File: src/rtl/timer_scheduler.sv
// Round-robin scheduler sharing one countdown timer among four requesters.
// Each service: arbitrate in IDLE, pulse start_timer from START, wait for
// expiry or cancel in WAIT, then an optional GAP of GAP_CYCLES idle cycles.
module timer_scheduler #(
    parameter int unsigned GAP_CYCLES = 2
) (
    input  logic        clk_104mhz,
    input  logic        reset,
    input  logic [3:0]  req,
    input  logic [15:0] req_value,
    input  logic [3:0]  cancel,
    input  logic        timer_expired,
    input  logic [3:0]  timer_countdown,
    output logic        start_timer,
    output logic [3:0]  timer_value,
    output logic [3:0]  grant,
    output logic [3:0]  done,
    output logic        busy,
    output logic [3:0]  countdown_out
);

    localparam int unsigned GW = (GAP_CYCLES > 1) ? $clog2(GAP_CYCLES) : 1;
    localparam logic [GW-1:0] GAP_LAST = GW'((GAP_CYCLES > 0) ? GAP_CYCLES - 1 : 0);

    typedef enum logic [1:0] {
        IDLE  = 2'd0,
        START = 2'd1,
        WAIT  = 2'd2,
        GAP   = 2'd3
    } state_t;

    state_t        state, state_nx;
    logic [1:0]    winner, winner_nx;
    logic [1:0]    last_served, last_nx;
    logic [GW-1:0] gap_cnt, gap_cnt_nx;
    logic          start_nx;
    logic [3:0]    value_nx;
    logic [3:0]    grant_nx;
    logic [3:0]    done_nx;
    logic          busy_nx;

    logic          rr_hit;
    logic [1:0]    rr_pick;
    logic [1:0]    rr_idx;

    // Round-robin search: first active requester after last_served.
    always_comb begin
        rr_hit  = 1'b0;
        rr_pick = last_served;
        rr_idx  = last_served;
        for (int unsigned k = 1; k <= 4; k++) begin
            rr_idx = last_served + 2'(k);
            if (!rr_hit && req[rr_idx]) begin
                rr_hit  = 1'b1;
                rr_pick = rr_idx;
            end
        end
    end

    // Next-state and next registered-output values.
    always_comb begin
        state_nx   = state;
        winner_nx  = winner;
        last_nx    = last_served;
        gap_cnt_nx = gap_cnt;
        start_nx   = 1'b0;
        value_nx   = timer_value;
        grant_nx   = grant;
        done_nx    = '0;
        case (state)
            IDLE: begin
                grant_nx = '0;
                if (rr_hit) begin
                    winner_nx = rr_pick;
                    grant_nx  = 4'b0001 << rr_pick;
                    value_nx  = req_value[{rr_pick, 2'b00} +: 4];
                    state_nx  = START;
                end
            end
            START: begin
                start_nx = 1'b1;
                last_nx  = winner;
                state_nx = WAIT;
            end
            WAIT: begin
                // Expiry takes precedence over a same-cycle cancel.
                if (timer_expired || cancel[winner]) begin
                    grant_nx        = '0;
                    done_nx[winner] = timer_expired;
                    gap_cnt_nx      = '0;
                    state_nx        = (GAP_CYCLES == 0) ? IDLE : GAP;
                end
            end
            GAP: begin
                if (gap_cnt == GAP_LAST) begin
                    state_nx = IDLE;
                end else begin
                    gap_cnt_nx = gap_cnt + GW'(1);
                end
            end
            default: begin
                state_nx = IDLE;
                grant_nx = '0;
            end
        endcase
        busy_nx = (state_nx != IDLE);
    end

    // State and output registers with synchronous reset.
    always_ff @(posedge clk_104mhz) begin
        if (reset) begin
            state       <= IDLE;
            winner      <= '0;
            last_served <= 2'd3;
            gap_cnt     <= '0;
            start_timer <= 1'b0;
            timer_value <= '0;
            grant       <= '0;
            done        <= '0;
            busy        <= 1'b0;
        end else begin
            state       <= state_nx;
            winner      <= winner_nx;
            last_served <= last_nx;
            gap_cnt     <= gap_cnt_nx;
            start_timer <= start_nx;
            timer_value <= value_nx;
            grant       <= grant_nx;
            done        <= done_nx;
            busy        <= busy_nx;
        end
    end

    // Countdown pass-through only while someone holds the grant.
    always_comb begin
        countdown_out = (grant != '0) ? timer_countdown : '0;
    end

endmodule

File: config.mk
export PLATFORM = sky130hd
export DESIGN_NAME = timer_scheduler
export DESIGN_NICKNAME = d
export VERILOG_FILES = /design/src/rtl/timer_scheduler.sv
export SDC_FILE = /design/constraint.sdc
export NUM_CORES = 1
export LEC_CHECK = 0
export ABC_AREA = 1
export CAP_MARGIN = 20
export CORE_UTILIZATION = 40
export DETAILED_ROUTE_END_ITERATION = 12
export MAX_ROUTING_LAYER = met4
export PLACE_DENSITY_LB_ADDON = 0.05
export RECOVER_POWER = 100
export SLEW_MARGIN = 20
export SYNTH_ARGS = -nofsm -noshare
export SYNTH_HDL_FRONTEND = slang
export SYNTH_SLANG_ARGS = --single-unit
File: constraint.sdc
create_clock -name clk_104mhz -period 1.6 [get_ports clk_104mhz]
set_clock_uncertainty 0.15 [all_clocks]
set_input_delay 0.32 -clock clk_104mhz [delete_from_list [all_inputs] [get_ports clk_104mhz]]
set_output_delay 0.32 -clock clk_104mhz [all_outputs]
set_load 0.01 [all_outputs]
# ---- After elaboration in Yosys (flattened, before gate mapping)
# Index checks and enable logic that the tools add are counted.
dict set report totals {
  output_inout_bits 18
  inputBits 31
  elab_cells 77
  reg_bits 21
}
dict set report op_classes {
  reduce_logical 17
  eq_ne 4
  n_bitwise 3
  shifts 2
  mux 32
  magnitude_cmp 6
  add_sub_neg 4
}
# cell count
set op_table {}
lappend op_table {{variable part select 16 x 5 -> 4 bit} 1}
lappend op_table {{< comparator 2 x 3 -> 1 bit, second input constant} 5}
lappend op_table {{2-to-1 mux 2 bit} 7}
lappend op_table {{2-to-1 mux 1 bit} 13}
lappend op_table {{2-to-1 mux 4 bit} 3}
lappend op_table {{binary-select mux 1 bit (select 2 bit)} 5}
lappend op_table {{case mux 2 bit (4 select lines)} 1}
lappend op_table {{case mux 4 bit (2 select lines)} 1}
lappend op_table {{AND reduction 2 bit} 3}
lappend op_table {{nonzero test 2 bit} 3}
lappend op_table {{adder 2 bit, second input constant} 2}
lappend op_table {{AND 4 bit} 1}
lappend op_table {{== test 2 bit, second input constant} 2}
lappend op_table {{logical AND 1 bit} 4}
lappend op_table {{nonzero test 4 bit} 1}
lappend op_table {{left shift 1 x 2 -> 4 bit, first input constant} 1}
lappend op_table {{zero test 1 bit} 3}
lappend op_table {{OR reduction 3 bit} 1}
lappend op_table {{adder 2 x 1 -> 2 bit, second input constant} 1}
lappend op_table {{demux 1 bit (select 2 bit)} 1}
lappend op_table {{== test 2 x 1 -> 1 bit, second input constant} 1}
lappend op_table {{>= comparator 2 x 1 -> 1 bit, second input constant} 1}
lappend op_table {{zero test 2 bit} 1}
lappend op_table {{inequality test 2 bit, second input constant} 1}
lappend op_table {{other kinds (4)} 5}

# ---- Logic depth before layout (Yosys ltp)
# Gate-level depths: netlist of the first run.
dict set report logic_depth {
  ltp_word 16
  ltp_mapped 13
  depth_no_buf 12
}

# ---- Worst setup path after synthesis of the first run
# No wires, ideal clock.
dict set report synth_timing {
  path_type {register to register}
  from {register last_served[0]}
  to {register winner[1]}
  n_path_buf 2
  arrival_time_ps 1443
  path_slack_ps -112
  setup_time_ps 118
  required_time_ps 1332
  stages_incl_launch_ff 14
  synth_period_minus_slack_ps 1712
  path_cell_list {dfxtp_1 inv_2 buf_6 nand2_1 nand2_1 nand2_1 nand2_1 nor2_8 nand4_4 nand2_4 inv_2 buf_6 o21ai_1 a21oi_1}
}
dict set report synth_between {
  elab_chain_len 14
  elab_cells_between_ends 26
  cone_classes {3 x add/sub; 16 x mux; 7 x reduce/logical}
}
# element line
set synth_rtl {}
lappend synth_rtl {{start, declared} 34} ;# logic [1:0] last_served, last_nx;
lappend synth_rtl {{start signal, assigned} 124} ;# last_served <= last_nx;
lappend synth_rtl {{adder 2 x 1 -> 2 bit} 52} ;# rr_idx = last_served + 2'(k);
lappend synth_rtl {{binary-select mux 1 bit (select 2 bit)} 53} ;# if (!rr_hit && req[rr_idx]) begin
lappend synth_rtl {{2-to-1 mux 1 bit (not written as such)} 53}
lappend synth_rtl {{2-to-1 mux 1 bit} 53}
lappend synth_rtl {{zero test 1 bit} 53}
lappend synth_rtl {{logical AND 1 bit} 53}
lappend synth_rtl {{2-to-1 mux 1 bit} 53}
lappend synth_rtl {{zero test 1 bit} 53}
lappend synth_rtl {{logical AND 1 bit} 53}
lappend synth_rtl {{2-to-1 mux 1 bit} 53}
lappend synth_rtl {{zero test 1 bit} 53}
lappend synth_rtl {{logical AND 1 bit} 53}
lappend synth_rtl {{2-to-1 mux 1 bit} 53}
lappend synth_rtl {{AND reduction 2 bit (no source line)} --}
lappend synth_rtl {{end signal, assigned} 123} ;# winner <= winner_nx;
lappend synth_rtl {{end, declared} 33} ;# logic [1:0] winner, winner_nx;
# Parallel ways exist; a longest one is shown, timed or not. The select of a mux whose other input is x is not followed.
# A chain may end at the register's enable or synchronous reset.

# ---- Final worst setup path of the first run
dict set report layout_timing {
  from {register grant[1]}
  to {output port countdown_out[3]}
}
dict set report layout_between {
  elab_chain_len 2
}
# element line
set layout_rtl {}
lappend layout_rtl {{start, declared} 16} ;# output logic [3:0] grant,
lappend layout_rtl {{start signal, assigned} 128} ;# grant <= grant_nx;
lappend layout_rtl {{nonzero test 4 bit} 136} ;# countdown_out = (grant != '0) ? timer_countdown : '0;
lappend layout_rtl {{2-to-1 mux 4 bit} 136}
lappend layout_rtl {{end, declared} 19} ;# output logic [3:0] countdown_out
# Every way passes these cells.

==> results by group, run 1 <==
Synthesis
  • Post-synth top area share: 31.58%
  • Syn Inst Count: 189
  • Ys async rst share: 0%
  • Post-synthesis register bit count: 21
  • Distinct cell type count after synthesis: 27
  • Post-synthesis average cell area: 7.044 µm²
  • Most frequent cells after synthesis: nand2_1 (44), nand3_1 (37), dfxtp_1 (21)
  • Top FF cell, synth: dfxtp_1
  • Top post-synthesis cells by area: dfxtp_1 (32%), nand3_1 (14%), nand2_1 (12%), nand2_2 (5.2%), nand2_4 (5.1%)
  • Most frequent cell after synthesis: nand2_1
  • Net count after synthesis: 220
  • Seq/Total Area, Yosys: 31.58%
  • Syn Std Cell Area: 0.001331 mm²
  • Synth area leader: dfxtp_1
  • Synthesis Warnings: 0
  • Post-synth EDFFs: 0

Setup path
  • Crit Path Category: reg2out
  • Largest delay contributor family on the critical path: buffers and inverters
  • Critical-path top delay cell: dfxtp_2
  • Worst Setup End Kind: output pin
  • Crit path DAT: 1410 ps
  • Flop2flop setup slack: -270 ps
  • WP data required: 1130 ps
  • WP buf/inv: 3
  • Crit path cell chain: nor4_4 > buf_4 > buf_6 > nor2_1 > buf_2
  • Critical R2R Capture: timer_value[1]$_SDFFE_PP0P_
  • CP Max Fanout: 3
  • Reg-to-Reg Start: last_served[0]$_SDFFE_PP1P_
  • Crit start category: flip-flop
  • Slowest Stage Delay on Critical Path: 360 ps
  • FF-to-FF path depth: 11

Floorplan
  • Die area: 0.003563 mm²
  • # rows: 20
  • Die height: 59.69 µm
  • Die X: 59.69 µm
  • Initial Util: 42.90%
  • Top-Level Pins: 49
  • Core area: 0.003103 mm²

Global routing
  • Initial antenna violation count: 0
  • Number of global-route vias before repair: 1473
  • Total gr overflow: 0
  • Largest net degree at the start of global routing: 12
  • Gr usage total: 24.11%
  • Global-route wire length before repair: 6237 µm

Placement
  • Port bufs: 48
  • Placed instance count: 300
  • DP Area: 0.002053 mm²
  • Placer congestion estimate: 0.8555
  • Detail Placement HPWL: 2786 µm

Layout
  • Post-layout util: 81.45%
  • Fin area: 0.002527 mm²
  • Reg area: 436.7 µm²
  • Multi-input combinational cell area: 0.001186 mm²
  • Fillcell total: 203
  • Area Growth Syn to Fin: 89.85%
  • Final Non-Filler Cells: 317
  • Share of cells above drive strength 1: 49.82%
  • Final Net Count: 305
  • N_diodes: 0

Clock network
  • CTS buffer count: 3
  • Clock Latency Late Sink: 310 ps
  • Clock buffer depth: 2
  • CTS tree: done
  • Clk slew on worst S/H paths: 110 ps
  • Sink Count: 21
  • # hold bufs at CTS: 0
  • H-tree depth: 1
  • Clock root cell: clkbuf_4

Timing
  • RSZ-0062 raised after global routing: yes
  • Relative slew slack: 78.11%
  • Setup ws final: -283.0 ps
  • Final Hold Fails: 0
  • Final Hold Slack: 369.2 ps
  • # setup viols final: 16
  • Max frequency: 0.5311 GHz
  • Final period utilization: 117.7%
  • Tmin final: 1883 ps
  • Slew @ Worst Pin: 327.2 ps
  • Max Slew Vio Count: 0

Power
  • VDD IR max: 1.417 mV
  • Internal cell power: 2.618 mW
  • Sw Pwr: 2.914 mW
  • Switching share of power: 52.68%
  • PD cells: 2189 mW/mm²
  • Clk pwr share: 4.7%
  • Comb pwr share: 80.0%
  • Leakage Power: 1.153 nW
  • Reg power frac: 15.3%

Hold path
  • Hold path startpoint: state[0]$_SDFF_PP0_
  • Hold Path Class: reg2reg
  • Hold depth: 2
  • Hold-critical path endpoint: start_timer$_SDFF_PP0_

Run
  • Max Cap Violations: 0

Routing
  • Number of DRC markers in iteration 0: 74
  • Post-DRT Antenna Nets: 0
  • Vias: 1673
  • DRT Wirelength: 4533 µm
  • # DRC: 0
  • DR vias/cell: 5.278
  • Initial DRT Pass Iterations: 4
  • Post-DR wirelength/cell: 14.30 µm

Run status
  • Outcome: finished, violations left
  • Failing checks: negative setup slack
[flip-flops by register name, summed over array words and instances, names as in the netlist]
name,count
grant,4
timer_value,4
busy,1
last_served,2
done,4
state,2
gap_cnt,1
winner,2
start_timer,1
[layer usage]
layer  global-route usage (%)  vias to the layer above  routed length (µm)
li1                         -                      811                   -
met1                    27.70                      779                1831
met2                    41.59                       71                2356
met3                    6.277                       12                 239
met4                    5.980                        0                 105
met5                        -                        -                   0
[logic make-up (layout without fill, tap and decap cells)]
group           Yosys count  after routing  share of synthesized area [%]
flops                    21             21                          31.58
compound gates           25             25                          11.00
simple gates            125            127                          50.94
buf+inv                  18            100                          6.485
[how the worst max path moves through the flow]
| stage | from | to | slack, ps | cells after the start |
|---|---|---|---|---|
| final | grant[1]$_SDFFE_PP0P_ | countdown_out[3] | -280 | 5 |
| after global routing | last_served[0]$_SDFFE_PP1P_ | timer_value[1]$_SDFFE_PP0P_ | -350 | 11 |
| after CTS | grant[3]$_SDFFE_PP0P_ | countdown_out[0] | -220 | 5 |
| after detailed placement | req[0] | timer_value[1]$_SDFFE_PP0P_ | -540 | 12 |
| after global placement | req[3] | busy$_SDFF_PP0_ | -520 | 9 |
| after floorplan | last_served[0]$_SDFFE_PP1P_ | winner[1]$_SDFFE_PP0P_ | -110 | 12 |
[placed cells by master, fill, tap and decap left out, types with 3 or more instances in the layout]
cell,count
buf_4,28
nand2_1,25
clkdlybuf4s50_1,24
nand2_2,18
nand3_2,18
nand3_1,18
dlygate4sd2_1,17
nand2_4,16
dfxtp_1,14
nor2_1,10
inv_1,8
a21oi_2,7
nand3_4,5
a21oi_1,5
dfxtp_2,4
buf_2,4
nor3_1,3
inv_4,3
nand2_8,3
o21ai_1,3
o21ai_2,3
nor3_2,3
clkbuf_4,3
dlymetal6s2s_1,3
dfxtp_4,3
buf_6,3
buf_12,3
[cell type report]
cell class / instances / area share [%]
clock buffer: 4 / 1.040
inverter: 14 / 2.871
multi-input combinational: 152 / 46.93
sequential: 21 / 17.28
tap: 44 / 2.178
timing repair buffer: 82 / 29.70
[power by group through the flow]
stage | combinational [mW] | clock (mW) | sequential [mW]
finish | 4.43 | 0.261 | 0.844
global route | 4.70 | 0.282 | 0.860
CTS | 3.76 | 0.262 | 0.818
detailed placement | 3.02 | 0 | 0.796
global placement | 2.96 | 0 | 0.793
floorplan | 1.98 | 0 | 0.827
[metrics by stage]
stage          power (mW)  setup TNS, ps  setup WS [ps]
2_1_floorplan       2.810         -644.6         -108.4
3_3_place_gp        3.750          -7771         -516.9
3_5_place_dp        3.811          -8025         -539.9
4_1_cts             4.840          -2779         -220.4
5_1_grt             5.845          -4809         -348.0
6_report            5.532          -3798         -283.0
[timing repair]
action / in CTS / in global routing
setup endpoints to repair: 30 / 20
buffers inserted: 4 / 7
endpoints found under the hold margin: 0 / 0
gates resized for setup: 91 / 39
pin swaps: 17 / 36
cloned: 1 / 1
[worst min-delay path: cells and delay by family, from the launching register on]
family	cells	cell delay, ps
DFF	1	340
buffers and inverters	1	90
and+or+nand+nor	1	50
Power figures use the tool's default switching activity.
==> run 2: changes to the inputs <==
CAP_MARGIN = 40   (was 20)
==> results of run 2 <==
Final layout, timing and power as in run 1 (identical DEF).
==> run 3: changes to the inputs <==
CORE_UTILIZATION = 47   (was 40)
clock period = 2.4 ns   (was 1.6 ns; I/O delays follow)
==> results by group, run 3 (synthesis results as in run 1) <==
Timing
  • Tmin final: 2243 ps
  • Relative slew slack: 71.43% (was 78.11%)
  • Slew @ Worst Pin: 428.5 ps (was 327.2 ps)
  • Final Hold Fails: 0 (unchanged)
  • Max frequency: 0.4458 GHz
  • # setup viols final: 0 (was 16)
  • Max Slew Vio Count: 0 (unchanged)
  • Final Hold Slack: 345.5 ps (was 369.2 ps)
  • Final period utilization: 93.46%
  • Setup tns final: 0 ps (was -3798 ps)
  • RSZ-0062 raised after global routing: no (was yes)

Global routing
  • Global-route wire length before repair: 5354 µm (was 6237 µm)
  • Number of global-route vias before repair: 1306 (was 1473)
  • Initial antenna violation count: 0 (unchanged)
  • Largest net degree at the start of global routing: 13 (was 12)
  • Gr usage total: 21.81% (was 24.11%)
  • Total gr overflow: 0 (unchanged)

Floorplan
  • Die area: 0.003049 mm² (was 0.003563 mm²)
  • Die X: 55.22 µm (was 59.69 µm)
  • Initial Util: 51.85% (was 42.90%)
  • Die height: 55.22 µm (was 59.69 µm)
  • Core area: 0.002567 mm² (was 0.003103 mm²)
  • Top-Level Pins: 49 (unchanged)
  • # rows: 18 (was 20)

Setup path
  • Crit path DAT: 1610 ps (was 1410 ps)
  • Worst setup startpoint: grant[1]$_SDFFE_PP0P_ (unchanged)
  • Reg-to-Reg Start: last_served[1]$_SDFFE_PP1P_ (was last_served[0]$_SDFFE_PP1P_)
  • Crit start category: flip-flop (unchanged)
  • CP Max Fanout: 4 (was 3)
  • WP data required: 1770 ps (was 1130 ps)
  • Crit path cell chain: nor4_4 > nor2_1 > clkdlybuf4s50_1 (was nor4_4 > buf_4 > buf_6 > nor2_1 > buf_2)
  • Critical-path top delay cell: clkdlybuf4s50_1 (was dfxtp_2)
  • Slowest Stage Delay on Critical Path: 490 ps (was 360 ps)
  • Worst Setup End Kind: output pin (unchanged)
  • Crit Path Category: reg2out (unchanged)

Routing
  • Post-DR wirelength/cell: 12.00 µm (was 14.30 µm)
  • DRT Wirelength: 3229 µm (was 4533 µm)
  • Post-DRT Antenna Nets: 0 (unchanged)
  • Initial DRT Pass Iterations: 4 (unchanged)
  • DR vias/cell: 5.450 (was 5.278)
  • Vias: 1466 (was 1673)
  • # DRC: 0 (unchanged)
  • Number of DRC markers in iteration 0: 78 (was 74)

Clock network
  • Sink Count: 21 (unchanged)
  • Clk slew on worst S/H paths: 120 ps (was 110 ps)
  • CTS buffer count: 3 (unchanged)
  • Clock Latency Late Sink: 300 ps (was 310 ps)
  • CTS tree: done (unchanged)
  • Clock buffer depth: 2 (unchanged)
  • H-tree depth: 1 (unchanged)
  • Setup bufs post-CTS: 0 (was 4)
  • Clock root cell: clkbuf_4 (unchanged)

Layout
  • N_diodes: 0 (unchanged)
  • Area Growth Syn to Fin: 38.53% (was 89.85%)
  • Multi-input combinational cell area: 814.5 µm² (was 0.001186 mm²)
  • Most frequent cells in the layout: nand2_1 (45), nand3_1 (37), clkdlybuf4s50_1 (32), dfxtp_1 (21), dlygate4sd3_1 (16) (was buf_4 (28), nand2_1 (25), clkdlybuf4s50_1 (24))
  • Final Net Count: 271 (was 305)
  • Largest registers: done x4, grant x4, timer_value x4 (unchanged)
  • Commonest non-fill, non-tap cell in the layout: nand2_1 (was buf_4)
  • Reg area: 420.4 µm² (was 436.7 µm²)
  • Share of cells above drive strength 1: 13.39% (was 49.82%)
  • Fillcell total: 220 (was 203)

Power
  • PD cells: 1280 mW/mm² (was 2189 mW/mm²)
  • Reg power frac: 22.8% (was 15.3%)
  • Internal cell power: 1.115 mW (was 2.618 mW)
  • VDD IR max: 0.8232 mV (was 1.417 mV)
  • Leakage Power: 0.8241 nW (was 1.153 nW)
  • Switching share of power: 52.80% (was 52.68%)
  • Comb pwr share: 70.0% (was 80.0%)
  • Clk pwr share: 7.2% (was 4.7%)
  • Sw Pwr: 1.247 mW (was 2.914 mW)

Hold path
  • Hold Path Class: reg2reg (unchanged)
  • Hold path startpoint: gap_cnt$_SDFFE_PP0P_ (was state[0]$_SDFF_PP0_)

Placement
  • Port bufs: 48 (unchanged)
  • Detail Placement HPWL: 2514 µm (was 2786 µm)
  • Placer congestion estimate: 0.7849 (was 0.8555)

Run status
  • Outcome: finished, final reports clean (was finished, violations left)

Run
  • Max Cap Violations: 0 (unchanged)
==> run 3: cell types whose count changed in the layout (fill, tap and decap cells not counted), moves of 7 or more <==
cell / delta
nand3_1: +19
a21oi_1: +7
dlygate4sd2_1: -17
nand2_1: +20
dfxtp_1: +7
buf_4: -27
nand2_4: -12
dlygate4sd3_1: +16
clkdlybuf4s50_1: +8
nand3_2: -17
==> run 3: final cells by class <==
class	count	share of cell area, %
Tap cell	30	2.035
Clock buffer	3	1.221
Sequential cell	21	22.80
Timing Repair Buffer	50	26.66
Clock inverter	1	0.2714
Multi-Input combinational cell	150	44.17
Inverter	14	2.849
==> run 3: power groups by stage <==
| stage | combinational, mW | sequential [mW] | clock [mW] |
|---|---|---|---|
| detailed placement | 1.72 | 0.538 | 0 |
| finish | 1.65 | 0.539 | 0.170 |
| global route | 1.83 | 0.549 | 0.193 |
| floorplan | 1.32 | 0.547 | 0 |
| global placement | 1.68 | 0.533 | 0 |
| CTS | 1.73 | 0.535 | 0.170 |
==> run 3: what timing repair did <==
item	CTS	global route
hold buffers	0	0
endpoints found under the setup margin	4	4
resized for setup	1	1
==> run 3: metal layers <==
metal | part of all wire, % | GRT usage [%] | routed length [µm] | vias to the layer above
li1 | - | - | - | 734
met1 | 44 | 26.17 | 1411 | 667
met2 | 49 | 37.87 | 1572 | 65
met3 | 7.6 | 6.089 | 246 | 0
met4 | 0 | 1.786 | 0 | 0
met5 | 0 | - | 0 | -
==> run 3: final timing paths <==
| kind | slack [ps] | depth (start not counted) | to |
|---|---|---|---|
| min | 350 | 2 | gap_cnt$_SDFFE_PP0P_ |
| max | 160 | 3 | countdown_out[0] |
| min reg2reg | 350 | 2 | gap_cnt$_SDFFE_PP0P_ |
| max reg2reg | 260 | 12 | grant[2]$_SDFFE_PP0P_ |
==> run 3: worst max-delay path, delay by kind of cell, from the launching register on <==
family | cells | cell delay (ps)
and+or+nand+nor | 2 | 450
buffers and inverters | 1 | 490
DFF | 1 | 370
==> run 3: stage by stage <==
stage	util [%]	worst slack [ps]	cells	cell area, µm²	power (mW)
floorplan	-	682.8	189	1331	1.863
global placement	71.30	121.6	265	1831	2.214
detailed placement	71.30	98.52	265	1831	2.254
CTS	72.61	85.90	269	1864	2.434
global route	71.83	55.82	269	1844	2.573
finish	71.83	157.0	269	1844	2.361
==> patch (flow settings as in run 1) <==
Re-encode `state_t` (4 states) as one-hot, 4 bits wide.
--- a/src/rtl/timer_scheduler.sv
+++ b/src/rtl/timer_scheduler.sv
@@ -22,11 +22,11 @@
     localparam int unsigned GW = (GAP_CYCLES > 1) ? $clog2(GAP_CYCLES) : 1;
     localparam logic [GW-1:0] GAP_LAST = GW'((GAP_CYCLES > 0) ? GAP_CYCLES - 1 : 0);
 
-    typedef enum logic [1:0] {
-        IDLE  = 2'd0,
-        START = 2'd1,
-        WAIT  = 2'd2,
-        GAP   = 2'd3
+    typedef enum logic [3:0] {
+        IDLE  = 4'b0001,
+        START = 4'b0010,
+        WAIT  = 4'b0100,
+        GAP   = 4'b1000
     } state_t;
 
     state_t        state, state_nx;
Behaviour: no difference found for any inputs over 10 cycles, from zero or initial values and one cycle with reset high; not proved beyond that.
==> patch against run 1 <==
The flow still finishes with violations (setup timing); sequential cell count rose by 2; synthesized area rose by 14%; total power fell by 33%; first-iteration DRC count fell by 28%; final area fell by 3.9%; setup slack improved by 0.085 ns; wire length fell by 20%; largest power group unchanged.
==> patch: results <==
group,metric,value,unit
final_layout,finalNonFillerCells,337,
final_layout,fillCellCount,346,
synthesis,ys_seq_area_share,30.36,%
synthesis,synthTopCellsByArea,"dfxtp_1 (30%), nand2_1 (9.4%), nand3_1 (8.9%)",
worst_setup_path,path_delay_family,"simple AND/OR/NAND/NOR gates",
status,status,"complete, but fails checks",
route,routed_wl,3621,um
worst_setup_path,crit_arrival,1.81,ns
global_routing,grt_pass1_vias,1480,
sta,worst_slew_pin_slew,0.3018,ns
synthesis,synth.distinct_cells,29,
cts,clk_latency,0.26,ns
sta,setup_viol,17,
sta,tns,-2.616,ns
place,post-place-ws,-0.5471,ns
synthesis,avgSynthCellArea,7.326,um2
worst_hold_path,hold-path-endpoint,"gap_cnt",
worst_setup_path,crit_start,"last_served[0]",
power,p_leak,1.154,nW
place,gp_congestion,0.7733,
power,ir_drop,925.2,uV
global_routing,grt_use_total,19.33,%
synthesis,synth_compound_area_share,7.838,%
place,place_area,0.002221,mm2
sta,worst_slack,-0.1978,ns
final_layout,drive_gt1_share,35.29,%
synthesis,syn-num-nets,238,
worst_setup_path,cp_slowest_cell,"dfxtp_4",
sta,holdWs,0.3148,ns
worst_hold_path,min_from,"gap_cnt",
route,first_iter_violations,53,
worst_setup_path,r2r_cells,13,
status,violations,"setup timing",
route,num_vias,1589,
==> patch: cell count changes after synthesis, moves of 2 or more <==
cell,before,now
a21oi_1,10,6
dfxtp_1,21,23
inv_1,10,24
inv_4,0,2
nand2_1,44,38
nand2_2,11,17
nand2_4,6,11
nand2_8,0,3
nand3_1,37,27
nor2_1,12,21
nor3_1,6,3
nor4_1,1,3
o21ai_1,5,3
==> patch: power by group through the flow <==
stage / clock [mW] / sequential (mW) / combinational (mW)
final: 0.349 / 0.850 / 2.53
after global routing: 0.379 / 0.868 / 2.78
after CTS: 0.362 / 0.848 / 2.33
after detailed placement: 0 / 0.841 / 2.22
after global placement: 0 / 0.844 / 2.21
after floorplan: 0 / 0.851 / 1.37
==> patch: layer usage <==
metal / track usage [%] / share of wire [%] / vias to the layer above
met3: 3.261 / 3.9 / 2
met4: 1.705 / 0.22 / 0
li1: - / - / 832
met2: 32.85 / 49 / 37
met1: 24.73 / 47 / 718
met5: - / 0 / -
==> patch: layout make-up <==
cell class / instances / area, um2 / share of cell area, %
Multi-Input combinational cell: 154 / 1040 / 42.79
Clock buffer: 3 / 41.29 / 1.699
Clock inverter: 1 / 5.005 / 0.2060
Timing Repair Buffer: 78 / 688.2 / 28.32
Tap cell: 48 / 60.06 / 2.472
Inverter: 30 / 127.6 / 5.252
Sequential cell: 23 / 467.9 / 19.26
==> patch: worst reg2reg max path: stages, from the launching register on <==
cell and delay [ns]:
dfxtp_4 0.38, buf_8 0.15, nand2_4 0.06, nand2_4 0.06, nand2_4 0.10, nand2_8 0.08
nor2_8 0.13, nand3_4 0.17, nand2_8 0.14, nand2_1 0.07, nand3_2 0.07, nand3_2 0.07
nand2_1 0.05, inv_1 0.03
